[src/rtl/cla_pkg.sv]
// Shared types and helpers for the pipelined carry-look-ahead add/subtract unit.
package cla_pkg;

  localparam int MAX_WIDTH = 64;

  typedef struct packed {
    logic cout;
    logic ovf;
    logic zero;
    logic neg;
  } alu_flags_t;

  function automatic bit is_pow2(input int unsigned v);
    return (v != 0) && ((v & (v - 1)) == 0);
  endfunction

endpackage

[src/rtl/cla_segment.sv]
// Combinational W-bit carry-look-ahead adder built on a Kogge-Stone
// generate/propagate prefix tree; exposes the carry into the MSB for overflow.
module cla_segment #(
  parameter int W = 16
) (
  input  logic [W-1:0] a,
  input  logic [W-1:0] b,
  input  logic         cin,
  output logic [W-1:0] s,
  output logic         cout,
  output logic         c_msb_in
);

  logic [W-1:0] p;
  logic [W-1:0] grp_g, grp_p;
  logic [W-1:0] nxt_g, nxt_p;
  logic [W:0]   c;

  always_comb begin
    // NOTE: every variable gets a value before any conditional or loop path,
    // so no storage is inferred.
    p     = a ^ b;
    grp_g = a & b;
    grp_p = p;
    nxt_g = '0;
    nxt_p = '0;
    c     = '0;
    // NOTE: blocking assignments here; each tree level must see the level
    // computed just above it within the same evaluation.
    for (int d = 1; d < W; d = d * 2) begin
      nxt_g = grp_g;
      nxt_p = grp_p;
      for (int i = d; i < W; i++) begin
        nxt_g[i] = grp_g[i] | (grp_p[i] & grp_g[i-d]);
        nxt_p[i] = grp_p[i] & grp_p[i-d];
      end
      grp_g = nxt_g;
      grp_p = nxt_p;
    end
    // grp_g/grp_p[i] now span bits [i:0], so every carry is one step from cin.
    c[0] = cin;
    for (int i = 0; i < W; i++) begin
      c[i+1] = grp_g[i] | (grp_p[i] & cin);
    end
  end

  assign s        = p ^ c[W-1:0];
  assign cout     = c[W];
  assign c_msb_in = c[W-1];

endmodule

[src/rtl/pipelined_cla_addsub.sv]
// Pipelined add/subtract: one CLA segment per stage with the carry registered
// between stages, valid/ready backpressure and registered status flags.
module pipelined_cla_addsub
  import cla_pkg::*;
#(
  parameter int WIDTH  = 32,
  parameter int STAGES = 2
) (
  input  logic             clk,
  input  logic             rst,
  input  logic             in_valid,
  output logic             in_ready,
  input  logic [WIDTH-1:0] in_a,
  input  logic [WIDTH-1:0] in_b,
  input  logic             in_sub,
  input  logic             in_cin,
  output logic             out_valid,
  input  logic             out_ready,
  output logic [WIDTH-1:0] out_sum,
  output logic             out_cout,
  output logic             out_ovf,
  output logic             out_zero,
  output logic             out_neg
);

  localparam int SW   = WIDTH / STAGES;
  localparam int LAST = STAGES - 1;

  if (!(is_pow2(WIDTH) && WIDTH >= 8 && WIDTH <= MAX_WIDTH &&
        (STAGES == 1 || STAGES == 2 || STAGES == 4) && (WIDTH % STAGES) == 0))
  begin : g_param_check
    $error("pipelined_cla_addsub: illegal WIDTH/STAGES combination");
  end

  logic [STAGES:0]   adv;
  logic [STAGES-1:0] vld;
  logic [STAGES-1:0] src_v;

  logic [WIDTH-1:0] a_q     [STAGES];
  logic [WIDTH-1:0] b_q     [STAGES];
  logic [WIDTH-1:0] sum_q   [STAGES];
  logic             c_q     [STAGES];
  logic [WIDTH-1:0] src_a   [STAGES];
  logic [WIDTH-1:0] src_b   [STAGES];
  logic [WIDTH-1:0] src_sum [STAGES];
  logic [WIDTH-1:0] nxt_sum [STAGES];
  logic             src_c   [STAGES];
  logic [SW-1:0]    seg_s   [STAGES];
  logic             seg_cout[STAGES];
  logic             seg_cmsb[STAGES];

  alu_flags_t flags_d, flags_q;

  // A stage may load when it is empty or its contents move on this cycle.
  always_comb begin
    adv[STAGES] = out_ready;
    for (int s = STAGES - 1; s >= 0; s--) begin
      adv[s] = !vld[s] || adv[s+1];
    end
  end

  assign in_ready = adv[0];

  for (genvar s = 0; s < STAGES; s++) begin : g_stage
    localparam logic [WIDTH-1:0] SEG_MASK =
      ((WIDTH'(1) << SW) - WIDTH'(1)) << (s * SW);

    if (s == 0) begin : g_first
      assign src_v[s]   = in_valid;
      assign src_a[s]   = in_a;
      assign src_b[s]   = in_sub ? ~in_b : in_b;
      assign src_c[s]   = in_sub | in_cin;
      assign src_sum[s] = '0;
    end else begin : g_next
      assign src_v[s]   = vld[s-1];
      assign src_a[s]   = a_q[s-1];
      assign src_b[s]   = b_q[s-1];
      assign src_c[s]   = c_q[s-1];
      assign src_sum[s] = sum_q[s-1];
    end

    cla_segment #(.W(SW)) u_seg (
      .a        (src_a[s][s*SW +: SW]),
      .b        (src_b[s][s*SW +: SW]),
      .cin      (src_c[s]),
      .s        (seg_s[s]),
      .cout     (seg_cout[s]),
      .c_msb_in (seg_cmsb[s])
    );

    assign nxt_sum[s] = (src_sum[s] & ~SEG_MASK) | (WIDTH'(seg_s[s]) << (s * SW));
  end

  always_comb begin
    flags_d.cout = seg_cout[LAST];
    flags_d.ovf  = seg_cmsb[LAST] ^ seg_cout[LAST];
    flags_d.zero = (nxt_sum[LAST] == '0);
    flags_d.neg  = nxt_sum[LAST][WIDTH-1];
  end

  // NOTE: the data registers are reset as well, so a reset leaves the
  // result and flag outputs at 0 rather than holding stale values.
  always_ff @(posedge clk or posedge rst) begin
    if (rst) begin
      vld     <= '0;
      flags_q <= '0;
      for (int s = 0; s < STAGES; s++) begin
        a_q[s]   <= '0;
        b_q[s]   <= '0;
        sum_q[s] <= '0;
        c_q[s]   <= 1'b0;
      end
    end else begin
      // NOTE: non-blocking updates, so every stage samples its predecessor's
      // value from before this edge.
      for (int s = 0; s < STAGES; s++) begin
        if (adv[s]) begin
          vld[s] <= src_v[s];
          if (src_v[s]) begin
            a_q[s]   <= src_a[s];
            b_q[s]   <= src_b[s];
            sum_q[s] <= nxt_sum[s];
            c_q[s]   <= seg_cout[s];
          end
        end
      end
      if (adv[LAST] && src_v[LAST]) begin
        flags_q <= flags_d;
      end
    end
  end

  assign out_valid = vld[LAST];
  assign out_sum   = sum_q[LAST];
  assign out_cout  = flags_q.cout;
  assign out_ovf   = flags_q.ovf;
  assign out_zero  = flags_q.zero;
  assign out_neg   = flags_q.neg;

endmodule
[config.mk]
export PLATFORM = sky130hd
export DESIGN_NAME = pipelined_cla_addsub
export DESIGN_NICKNAME = d
export VERILOG_FILES = /design/src/rtl/cla_pkg.sv /design/src/rtl/cla_segment.sv /design/src/rtl/pipelined_cla_addsub.sv
export SDC_FILE = /design/constraint.sdc
export NUM_CORES = 1
export LEC_CHECK = 0
export BUFFER_PORTS_ARGS = -buffer_cell sky130_fd_sc_hd__buf_2
export CORE_UTILIZATION = 59
export CTS_CLUSTER_DIAMETER = 30
export CTS_CLUSTER_SIZE = 30
export DETAILED_ROUTE_END_ITERATION = 16
export GPL_TIMING_DRIVEN = 1
export PLACE_DENSITY = 0.86
export SLEW_MARGIN = 20
export SYNTH_ARGS = -nofsm -noshare
export SYNTH_HDL_FRONTEND = slang
export SYNTH_SLANG_ARGS = --single-unit
[constraint.sdc]
create_clock -name clk -period 6.5 [get_ports clk]
set_clock_uncertainty 0.15 [all_clocks]
set_input_delay 0.975 -clock clk [delete_from_list [all_inputs] [get_ports clk]]
set_output_delay 0.975 -clock clk [all_outputs]
set_load 0.02 [all_outputs]
## Word level (Yosys, flattened, before mapping)

Index checks and enable logic that the tools add are counted.

| word-level totals | value |
|---|---|
| register bits | 119 |
| input bits | 70 |
| output and inout port bits | 38 |
| logic and storage cells | 388 |

| operators by class | value |
|---|---|
| muxes and demuxes | 1 |
| bitwise logic cells | 368 |
| reductions and logical operators | 8 |

Operators by type and width:

| cell | number |
|---|---|
| $and A1 B1 Y1 | 228 |
| $or A1 B1 Y1 | 131 |
| $xor A16 B16 Y16 | 4 |
| $and A16 B16 Y16 | 2 |
| $logic_not A32 Y1 | 1 |
| $mux W32 | 1 |
| $not A32 Y32 | 1 |
| $or A16 B32 Y32 | 1 |
| $reduce_and A2 Y1 | 2 |
| $logic_not A1 Y1 | 2 |
| $logic_or A1 B1 Y1 | 2 |
| $logic_and A1 B1 Y1 | 1 |
| $xor A1 B1 Y1 | 1 |

## Logic depth before layout (Yosys ltp)

Gate-level depths: netlist of run 1.

| logic depth | value |
|---|---|
| depth in word-level cells | 12 |
| mapped depth | 12 |
| mapped depth without buffers | 10 |

## Hierarchy

A second synthesis of run 1 with hierarchy kept.

| unflattened totals | value |
|---|---|
| cell total of the unflattened synthesis | 445 |
| area total of the unflattened synthesis | 5275.1 um^2 |

By module, submodules not included:

| module | times used | cells an instance | area each (um^2) | sequential area each (um^2) |
|---|---|---|---|---|
| pipelined_cla_addsub | 1 | 238 | 3682.3 | 2152.1 |
| cla_segment at g_stage[1].u_seg | 1 | 111 | 825.8 | 0.0 |
| cla_segment at g_stage[0].u_seg | 1 | 96 | 767.0 | 0.0 |

## Worst setup path before layout of run 1

No wires, ideal clock.

| path | value |
|---|---|
| kind | input port to flip-flop |
| start | in in_sub |
| end | reg c_q[1] (netlist bit) |
| library setup time | 124 ps |
| arrival | 3615 ps |
| required time | 6226 ps |
| slack | 2611 ps |
| stages on the path | 12 |
| buffers on the path | 2 |
| cell sequence | buf_2 > buf_1 > xor2_1 > ha_1 > a21o_1 > a21oi_1 > nor4b_2 > nor4_1 > o21a_1 > o31a_1 > o21a_1 > o31a_1 |

| between the ends | value |
|---|---|
| word-level cells in the longest chain between the ends | 11 |
| elaborated cells on any way between the ends | 51 |
| those cells by class | 1 x mux; 50 x bitwise |

RTL lines:

| element | line | RTL |
|---|---|---|
| start, declared | pipelined_cla_addsub.sv:15 | `input logic in_sub,` |
| $mux W32 | pipelined_cla_addsub.sv:71 | `assign src_b[s] = in_sub ? ~in_b : in_b;` |
| $xor A16 B16 Y16 or $and A16 B16 Y16 (tied branches) | cla_segment.sv:22, cla_segment.sv:23 |  |
| $and A1 B1 Y1 | cla_segment.sv:34 | `nxt_g[i] = grp_g[i] \| (grp_p[i] & grp_g[i-d]);` |
| $or A1 B1 Y1 | cla_segment.sv:34 |  |
| $and A1 B1 Y1 | cla_segment.sv:34 |  |
| $or A1 B1 Y1 | cla_segment.sv:34 |  |
| $and A1 B1 Y1 | cla_segment.sv:34 |  |
| $or A1 B1 Y1 | cla_segment.sv:34 |  |
| $and A1 B1 Y1 | cla_segment.sv:34 |  |
| $or A1 B1 Y1 | cla_segment.sv:34 |  |
| $or A1 B1 Y1 * | cla_segment.sv:43 | `c[i+1] = grp_g[i] \| (grp_p[i] & cin);` |
| end signal, assigned by index | pipelined_cla_addsub.sv:123 | `c_q[s] <= seg_cout[s];` |
| end, declared | pipelined_cla_addsub.sv:42 | `logic c_q [STAGES];` |

Every way passes the cells marked *; elsewhere a longest branch is shown, timed or not.
A chain may end at the register's enable or synchronous reset.

## Worst setup path after layout of run 1

Same ends and word-level chain as after synthesis.

==> impl_metrics.json, run 1 <==
{
  "fillers": 567,
  "ir_drop_mv": 0.161,
  "synthArstFlopShare_pct": 100,
  "via_per_inst": 5.70,
  "period_minus_slack_ns": 3.91,
  "swShare_pct": 37.0,
  "timing.final.hold_violations": 0,
  "cp.required_ns": 6.59,
  "core_um2": 7850,
  "worstPathArrival_ns": 4.00,
  "met2_usage_pct": 43.5,
  "synth.distinct_cells": 54,
  "placed_cells_incl_taps": 648,
  "final_cell_mix": "buf_2, dfrtp_1, nand2_1",
  "hp-start": "out_sum[28]$_DFFE_PP0P_",
  "crit_chain": "buf_2 -> xor2_1 -> ha_1 -> a21o_1 -> a21oi_1 -> nor4b_2 -> nor4_1 -> o21a_1 -> o31a_1 -> o21a_1 -> o31a_1",
  "power.switching_mw": 0.754,
  "hold-path-cell-count": 2,
  "grt_setup_unrepaired": "no",
  "fin_nets": 661,
  "p_comb_share_pct": 39.2,
  "syn_nets": 561,
  "drive_gt1_share_pct": 31.3,
  "crit_path_end_kind": "flip-flop",
  "cap_violations": 0,
  "ff2ff_setup_slack_ns": 3.53,
  "finalNonFillerCells": 664,
  "dp_hpwl_mm": 7.46,
  "antenna_found_initial": 0,
  "worstSetupStartpointType": "input pin",
  "die_w_um": 92.8,
  "ys_seq_area_share_pct": 44.2,
  "max-slew-margin-rel_pct": 37.3,
  "internal_power_mw": 1.29,
  "synth_seq_cells": 86,
  "wl_mm": 10.3,
  "dpl-instance-area_um2": 5440,
  "tns_ns": 0,
  "hold_end": "out_sum[28]$_DFFE_PP0P_",
  "r2r-start": "a_q[48]$_DFFE_PP0P_",
  "hold_buffers": 0,
  "hold_class": "flip-flop to flip-flop",
  "layout_commonest_cell": "buf_2",
  "n_antenna_cell": 0,
  "critPathKind": "input pin to flip-flop",
  "seq_power_share_pct": 38.4,
  "cts.sinks": 86,
  "drt_iter0_markers": 125,
  "cts_tree": "built",
  "synth_warnings": 0,
  "grt_max_degree": 87,
  "syn_inst": 457,
  "clk_latency_ns": 0.36,
  "critical_path.max_fanout": 34,
  "grt-ovfl-total": 0,
  "worst_slew_pin_slew_ns": 0.937,
  "synth_top_flop_cell": "dfrtp_1",
  "num_vias": 3786,
  "htreeDepth": 3,
  "place.gp.congestion": 0.904,
  "synth_edf_count": 0,
  "fp-row-count": 32,
  "grtUsageTotal_pct": 24.6,
  "io-pin-count": 108,
  "power_density_nw_per_um2": 358,
  "finalInstanceArea_um2": 5690,
  "drtAntennaViolNets": 0,
  "r2r_end": "out_zero$_DFFE_PP0P_",
  "cts_resized": 0,
  "root_buffer": "clkbuf_8",
  "avgSynthCellArea_um2": 10.7,
  "start_util_pct": 62.0,
  "fp.dieH_um": 92.8,
  "grt_pass1_wl_mm": 16.4,
  "port_buffers": 107,
  "cts_max_path_buffers": 2,
  "first_pass_iters": 5,
  "dieArea_um2": 8620,
  "worst-path-buf-inv": 1,
  "busiest_layer": "met2",
  "rr_worst_depth": 9,
  "postCtsSetupBuffers": 0,
  "synth_area_um2": 4870,
  "fin_crit_sh_pct": 60.2,
  "slowest_stage": "buf_2",
  "clock_power_share_pct": 22.4,
  "wl_per_cell_um": 15.4,
  "p_leak_nw": 2.69,
  "numCtsBuffers": 9,
  "clkTransAtPathRegs_ns": 0.09,
  "syn_to_final_growth_pct": 16.9,
  "crit_family": "compound AO/OA/AOI/OAI gates",
  "status": "finished, final reports clean",
  "timing.fmax_ghz": 0.256,
  "met1_usage_pct": 28.6,
  "finalMaxSlewViolations": 0,
  "setup_viol": 0,
  "route.detailed.drc": 0,
  "grt_pass1_vias": 3703,
  "met3_usage_pct": 4.19,
  "max_stage_delay_ns": 0.69
}
## power groups by stage
stage,Clock [mW],Combinational (mW),Sequential [mW]
6_report,0.456,0.799,0.784
2_1_floorplan,0,0.470,0.889
4_1_cts,0.459,0.801,0.785
3_5_place_dp,0,0.792,0.795
3_3_place_gp,0,0.759,0.783
5_1_grt,0.478,0.874,0.801
## worst max path at each step
stage,cells past startpoint,slack (ns),from,endpoint
5_1_grt,11,2.33,in_sub,c_q[1]$_DFFE_PP0P_
2_1_floorplan,12,2.61,in_sub,c_q[1]$_DFFE_PP0P_
3_3_place_gp,11,2.34,in_sub,c_q[1]$_DFFE_PP0P_
6_report,11,2.59,in_sub,c_q[1]$_DFFE_PP0P_
4_1_cts,11,2.56,in_sub,c_q[1]$_DFFE_PP0P_
3_5_place_dp,11,2.21,in_sub,c_q[1]$_DFFE_PP0P_
## registers in the layout, indices dropped and copies added, names as in the netlist
name / count
out_ovf: 1
out_cout: 1
out_zero: 1
out_sum: 32
src_sum: 16
vld: 2
a_q: 16
c_q: 1
b_q: 16
## cells by family (layout without fill, tap and decap cells)
group	Yosys count	in the layout	synth area share, %
AOI/OAI and AO/OA	105	105	14.2
and+or+nand+nor	111	111	10.7
DFF	86	86	44.2
buffers and inverters	26	131	2.75
muxes	38	38	8.77
xor gates and xnor gates	57	57	10.3
adders and majority gates	34	34	9.05
## layout make-up
class	count	area, um2	share of cell area (%)
timing repair buffer	109	554	9.74
clock inverter	5	106	1.87
clock buffer	11	141	2.48
multi-input combinational	345	2590	45.4
tap	102	128	2.24
sequential	86	2150	37.8
inverter	6	23.8	0.418
## metal layers
layer	vias up	wire length (um)
met3	27	539
met4	0	270
li1	1823	-
met2	126	5280
met1	1810	4170
met5	-	0
## worst min-delay path, cell delays in order, from the launching register on
cell and delay, ns:
dfrtp_1 0.35, nand2_1 0.05, o31ai_1 0.05
## synth_stat cells, types with 3 or more instances
cell type | instances | area [um2]
clkbuf_1 | 11 | 41.3
buf_1 | 3 | 11.3
mux2_2 | 37 | 417
o21ai_0 | 50 | 250
o21bai_1 | 4 | 30.0
xor2_1 | 29 | 254
nor3_1 | 10 | 50.1
nand3_1 | 5 | 25.0
a21o_1 | 5 | 37.5
ha_1 | 32 | 400
inv_1 | 6 | 22.5
nand2_1 | 56 | 210
a31oi_1 | 3 | 18.8
o21a_1 | 4 | 30.0
a21oi_1 | 16 | 80.1
nand4_1 | 3 | 18.8
nand2b_1 | 8 | 50.1
xnor2_1 | 28 | 245
nor2_1 | 13 | 48.8
or3_1 | 3 | 18.8
o31ai_1 | 3 | 22.5
nor4_1 | 4 | 25.0
dfrtp_1 | 86 | 2150
## per-stage QoR
step	total power, mW	util (%)	worst slack (ns)	hold WS, ns
floorplan	1.36	-	2.61	0.304
global placement	1.54	69.3	2.34	0.307
detailed placement	1.59	69.3	2.21	0.313
CTS	2.04	72.5	2.56	0.334
global route	2.15	72.5	2.33	0.361
finish	2.04	72.5	2.59	0.328
Note: power is estimated with default switching activity, not from simulation.
==> inputs of run 2 (changes only) <==
--- a/config.mk
+++ b/config.mk
@@ -6,12 +6,12 @@
 export NUM_CORES = 1
 export LEC_CHECK = 0
 export BUFFER_PORTS_ARGS = -buffer_cell sky130_fd_sc_hd__buf_2
-export CORE_UTILIZATION = 59
+export CORE_UTILIZATION = 55
 export CTS_CLUSTER_DIAMETER = 30
 export CTS_CLUSTER_SIZE = 30
 export DETAILED_ROUTE_END_ITERATION = 16
 export GPL_TIMING_DRIVEN = 1
-export PLACE_DENSITY = 0.86
+export PLACE_DENSITY = 0.81
 export SLEW_MARGIN = 20
 export SYNTH_ARGS = -nofsm -noshare
 export SYNTH_HDL_FRONTEND = slang
==> constraint.sdc (replaced) <==
create_clock -name clk -period 4.1 [get_ports clk]
set_clock_uncertainty 0.15 [all_clocks]
set_input_delay 0.615 -clock clk [delete_from_list [all_inputs] [get_ports clk]]
set_output_delay 0.615 -clock clk [all_outputs]
set_load 0.02 [all_outputs]
==> impl_metrics.json, run 2 (synthesis gave the netlist of run 1 again) <==
{
  "status": "finished, final reports clean",
  "cts.sinks": 86,
  "grt-ovfl-total": 0,
  "clk_latency_ns": 0.35,
  "layout_commonest_cell": "buf_2",
  "core_um2": 8380,
  "fin_nets": 663,
  "die_w_um": 96.1,
  "port_buffers": 107,
  "start_util_pct": 58.1,
  "grt_max_degree": 64,
  "cts_resized": 0,
  "fillers": 668,
  "drtAntennaViolNets": 0,
  "r2r_end": "out_zero$_DFFE_PP0P_",
  "route.detailed.drc": 0,
  "num_vias": 3717,
  "wl_per_cell_um": 15.1,
  "syn_to_final_growth_pct": 16.7,
  "final_cell_mix": "buf_2, dfrtp_1, nand2_1",
  "postCtsSetupBuffers": 0,
  "timing.final.hold_violations": 0,
  "crit_chain": "buf_2 -> xor2_1 -> ha_1 -> a21o_1 -> a21oi_1 -> nor4b_2 -> nor4_1 -> o21a_1 -> o31a_1 -> o21a_1 -> o31a_1",
  "antenna_found_initial": 0,
  "hold_buffers": 0,
  "grt_pass1_vias": 3562,
  "fin_crit_sh_pct": 79.7,
  "ir_drop_mv": 0.206,
  "slowest_stage": "buf_2",
  "finalMaxSlewViolations": 0,
  "setup_viol": 0,
  "crit_family": "compound AO/OA/AOI/OAI gates",
  "tns_ns": 0,
  "placed_cells_incl_taps": 653,
  "grt_setup_unrepaired": "no",
  "n_antenna_cell": 0,
  "rr_worst_depth": 9,
  "cp.required_ns": 4.19,
  "crit_path_end_kind": "flip-flop",
  "max-slew-margin-rel_pct": 51.8,
  "worstSetupStartpointType": "input pin",
  "cts_tree": "built",
  "via_per_inst": 5.56,
  "power_density_nw_per_um2": 554,
  "first_pass_iters": 4,
  "ff2ff_setup_slack_ns": 1.10,
  "critPathKind": "input pin to flip-flop",
  "root_buffer": "clkbuf_8",
  "grtUsageTotal_pct": 23.7,
  "period_minus_slack_ns": 3.27,
  "drive_gt1_share_pct": 31.6,
  "place.gp.congestion": 0.861,
  "multi_input_area_um2": 2590,
  "worstPathArrival_ns": 3.35,
  "wl_mm": 10.1,
  "worst-path-buf-inv": 1,
  "power.total_mw": 3.15,
  "cts_max_path_buffers": 2,
  "dieArea_um2": 9230,
  "io-pin-count": 108,
  "fp-row-count": 33,
  "max_stage_delay_ns": 0.44,
  "htreeDepth": 3,
  "grt_pass1_wl_mm": 16.5,
  "worst_slew_pin_slew_ns": 0.724,
  "dp_hpwl_mm": 7.43,
  "fp.dieH_um": 96.1,
  "p_leak_nw": 2.68,
  "clkTransAtPathRegs_ns": 0.09,
  "largest_register_ffs": 32,
  "drt_iter0_markers": 119,
  "numCtsBuffers": 9,
  "finalNonFillerCells": 669,
  "r2r-start": "a_q[48]$_DFFE_PP0P_",
  "hold_class": "input pin to asynchronous set/reset pin",
  "critical_path.max_fanout": 20,
  "ff_latch_area_um2": 2150,
  "cap_violations": 0,
  "timing.fmax_ghz": 0.306
}
==> run 2: changes by cell type in the layout (fill, tap and decap cells not counted), sizes merged <==
cell | before | now
buf | 109 | 111
bufinv | 3 | 2
clkbuf | 11 | 10
clkinv | 2 | 3
inv | 5 | 6
==> run 2: power by group <==
group          total (mW)  internal, mW  switching [mW]
clock network       0.651         0.343           0.309
logic                1.27         0.526           0.742
registers            1.23          1.09           0.139
total                3.15          1.96            1.19
==> run 2: final cells by class <==
class / instances / area share, %
multi-input cells: 345 / 45.6
flip-flops and latches: 86 / 37.9
repair buffers: 111 / 9.96
well taps: 105 / 2.31
clock buffers: 10 / 2.25
clock inverters: 6 / 1.52
inverters: 6 / 0.441
==> run 2: how the worst max path moves through the flow <==
stage,startpoint,endpoint,slack (ns),cells past startpoint
2_1_floorplan,in_sub,c_q[1]$_DFFE_PP0P_,0.57,12
3_3_place_gp,in_sub,c_q[1]$_DFFE_PP0P_,0.55,12
3_5_place_dp,in_sub,c_q[1]$_DFFE_PP0P_,0.47,11
4_1_cts,in_sub,c_q[1]$_DFFE_PP0P_,0.83,11
5_1_grt,in_sub,c_q[1]$_DFFE_PP0P_,0.56,12
6_report,in_sub,c_q[1]$_DFFE_PP0P_,0.83,11
==> run 2: per-layer routing <==
| layer | global-route usage (%) | routed length [um] | up-vias |
|---|---|---|---|
| met5 | 0 | 0 | - |
| met1 | 29.9 | 4380 | 1745 |
| met2 | 40.3 | 5040 | 115 |
| li1 | - | - | 1837 |
| met3 | 3.87 | 501 | 20 |
| met4 | 10.2 | 199 | 0 |
==> run 2: stage by stage <==
stage / util (%) / setup WS, ns / hold WS, ns / cell area [um2]
2_1_floorplan: - / 0.571 / 0.304 / 4870
3_3_place_gp: 65.1 / 0.555 / 0.307 / 5460
3_5_place_dp: 65.1 / 0.466 / 0.313 / 5460
4_1_cts: 67.7 / 0.831 / 0.326 / 5670
5_1_grt: 67.8 / 0.559 / 0.317 / 5680
6_report: 67.8 / 0.834 / 0.237 / 5680
==> inputs of run 3 (changes only) <==
--- a/config.mk
+++ b/config.mk
@@ -6,12 +6,12 @@
 export NUM_CORES = 1
 export LEC_CHECK = 0
 export BUFFER_PORTS_ARGS = -buffer_cell sky130_fd_sc_hd__buf_2
-export CORE_UTILIZATION = 55
+export CORE_UTILIZATION = 49
 export CTS_CLUSTER_DIAMETER = 30
 export CTS_CLUSTER_SIZE = 30
 export DETAILED_ROUTE_END_ITERATION = 16
 export GPL_TIMING_DRIVEN = 1
-export PLACE_DENSITY = 0.81
+export PLACE_DENSITY = 0.76
 export SLEW_MARGIN = 20
 export SYNTH_ARGS = -nofsm -noshare
 export SYNTH_HDL_FRONTEND = slang
==> constraint.sdc (replaced) <==
create_clock -name clk -period 2.7 [get_ports clk]
set_clock_uncertainty 0.15 [all_clocks]
set_input_delay 0.405 -clock clk [delete_from_list [all_inputs] [get_ports clk]]
set_output_delay 0.405 -clock clk [all_outputs]
set_load 0.02 [all_outputs]
==> impl_metrics.json, run 3 (synthesis gave the netlist of run 1 again) <==
{
  "crit_family": "compound AO/OA/AOI/OAI gates",
  "first_pass_iters": 4,
  "drive_gt1_share_pct": 40.8,
  "die_w_um": 102,
  "core_um2": 9680,
  "pre_cts_slack_ns": -0.332,
  "slowest_stage": "a2111o_1",
  "grt_pass1_wl_mm": 17.9,
  "timing.final.hold_violations": 0,
  "max-slew-margin-rel_pct": 60.2,
  "fp-row-count": 36,
  "fin_crit_sh_pct": 102,
  "grt_pass1_vias": 3900,
  "start_util_pct": 50.3,
  "ir_drop_mv": 0.347,
  "drt_iter0_markers": 62,
  "largest_register_ffs": 32,
  "setup_viol": 2,
  "finalInstanceArea_um2": 6270,
  "worstSetupStartpointType": "flip-flop",
  "drtAntennaViolNets": 0,
  "finalMaxSlewViolations": 0,
  "critical_path.max_fanout": 5,
  "via_per_inst": 5.16,
  "fp.dieH_um": 102,
  "crit_chain": "ha_1 -> a211oi_4 -> nor2_2 -> a2111o_1 -> a31oi_4 -> and3_4 -> o21ai_2 -> a2111oi_4 -> a32o_2",
  "worst_slew_pin_slew_ns": 0.596,
  "port_buffers": 107,
  "root_buffer": "clkbuf_8",
  "violations": "negative setup slack",
  "cts_max_path_buffers": 2,
  "period_minus_slack_ns": 2.76,
  "fin_ws_ns": -0.0569,
  "status": "finished, violations left",
  "max_stage_delay_ns": 0.45,
  "route.detailed.drc": 0,
  "cap_violations": 0,
  "critPathKind": "flip-flop to flip-flop",
  "dieArea_um2": 10300,
  "power_density_nw_per_um2": 804,
  "fin_util_pct": 64.7,
  "grtUsageTotal_pct": 22.6,
  "dp_hpwl_mm": 8.29,
  "wl_mm": 11.2,
  "p_leak_nw": 2.97,
  "num_vias": 3894,
  "cts.sinks": 86,
  "grt_max_degree": 48,
  "grt-ovfl-total": 0,
  "clk_latency_ns": 0.37,
  "n_antenna_cell": 0,
  "fin_nets": 721,
  "grt_setup_unrepaired": "yes",
  "final_cell_mix": "buf_2, dfrtp_1, buf_4",
  "place.gp.congestion": 0.949,
  "numCtsBuffers": 9,
  "crit_path_end_kind": "flip-flop",
  "dpl-instance-area_um2": 5910,
  "clkTransAtPathRegs_ns": 0.10,
  "worstPathArrival_ns": 2.91,
  "cp.required_ns": 2.85,
  "syn_to_final_growth_pct": 28.7,
  "io-pin-count": 108,
  "antenna_found_initial": 0,
  "htreeDepth": 3,
  "hold_class": "input pin to flip-flop",
  "wl_per_cell_um": 14.8,
  "worst-path-buf-inv": 0,
  "timing.fmax_ghz": 0.363,
  "cts_tree": "built",
  "layout_commonest_cell": "buf_2"
}
==> run 3: cell type report <==
type,instances,area [um2]
clock inverter,7,62.6
tap,133,166
timing repair buffer,169,1030
inverter,6,26.3
sequential,86,2150
fill,793,3420
multi-input combinational,345,2710
clock buffer,9,124
==> run 3: power by group <==
group	switching, mW	internal (mW)	total [mW]
logic	1.21	1.06	2.27
registers	0.234	1.66	1.89
clock network	0.521	0.355	0.877
==> run 3: metal layers <==
metal,global-route usage (%),routed length (um),up-vias,share of wire (%)
met4,7.02,171,0,1.5
met3,4.76,417,15,3.7
met5,0,0,-,0
met1,27.1,4820,1848,43
met2,40.3,5740,97,51
li1,-,-,1934,-
==> run 3: worst paths after layout <==
path                                          from                 endpoint  slack (ns)  cells past startpoint
max                            a_q[56]$_DFFE_PP0P_     out_zero$_DFFE_PP0P_       -0.06                      9
max in group asynchronous                      rst  src_sum[13]$_DFFE_PP0P_        1.25                      4
min in group asynchronous                      rst  out_sum[20]$_DFFE_PP0P_        0.50                      3
min                                       in_valid       vld[0]$_DFFE_PP0N_        0.11                      2
min reg2reg                out_sum[18]$_DFFE_PP0P_  out_sum[18]$_DFFE_PP0P_        0.33                      2
max reg2reg                    a_q[56]$_DFFE_PP0P_     out_zero$_DFFE_PP0P_       -0.06                      9
==> run 3: what timing repair did <==
action                     CTS  global route
resized for setup            7            14
hold buffers                 1             0
pin swaps                   13            11
setup endpoints to repair    5             8
cloned                       0             0
setup buffers                2             6
hold endpoints to repair    24             0
==> run 3: per-stage QoR <==
| step | total power, mW | hold WS (ns) | TNS, ns | cells |
|---|---|---|---|---|
| after detailed placement | 4.04 | 0.318 | -1.90 | 730 |
| after global routing | 5.38 | 0.0805 | -0.364 | 755 |
| after global placement | 3.96 | 0.308 | -0.920 | 730 |
| final | 5.04 | 0.107 | -0.0844 | 755 |
| after floorplan | 3.29 | 0.304 | -0.433 | 457 |
| after CTS | 4.98 | 0.0927 | -0.114 | 749 |
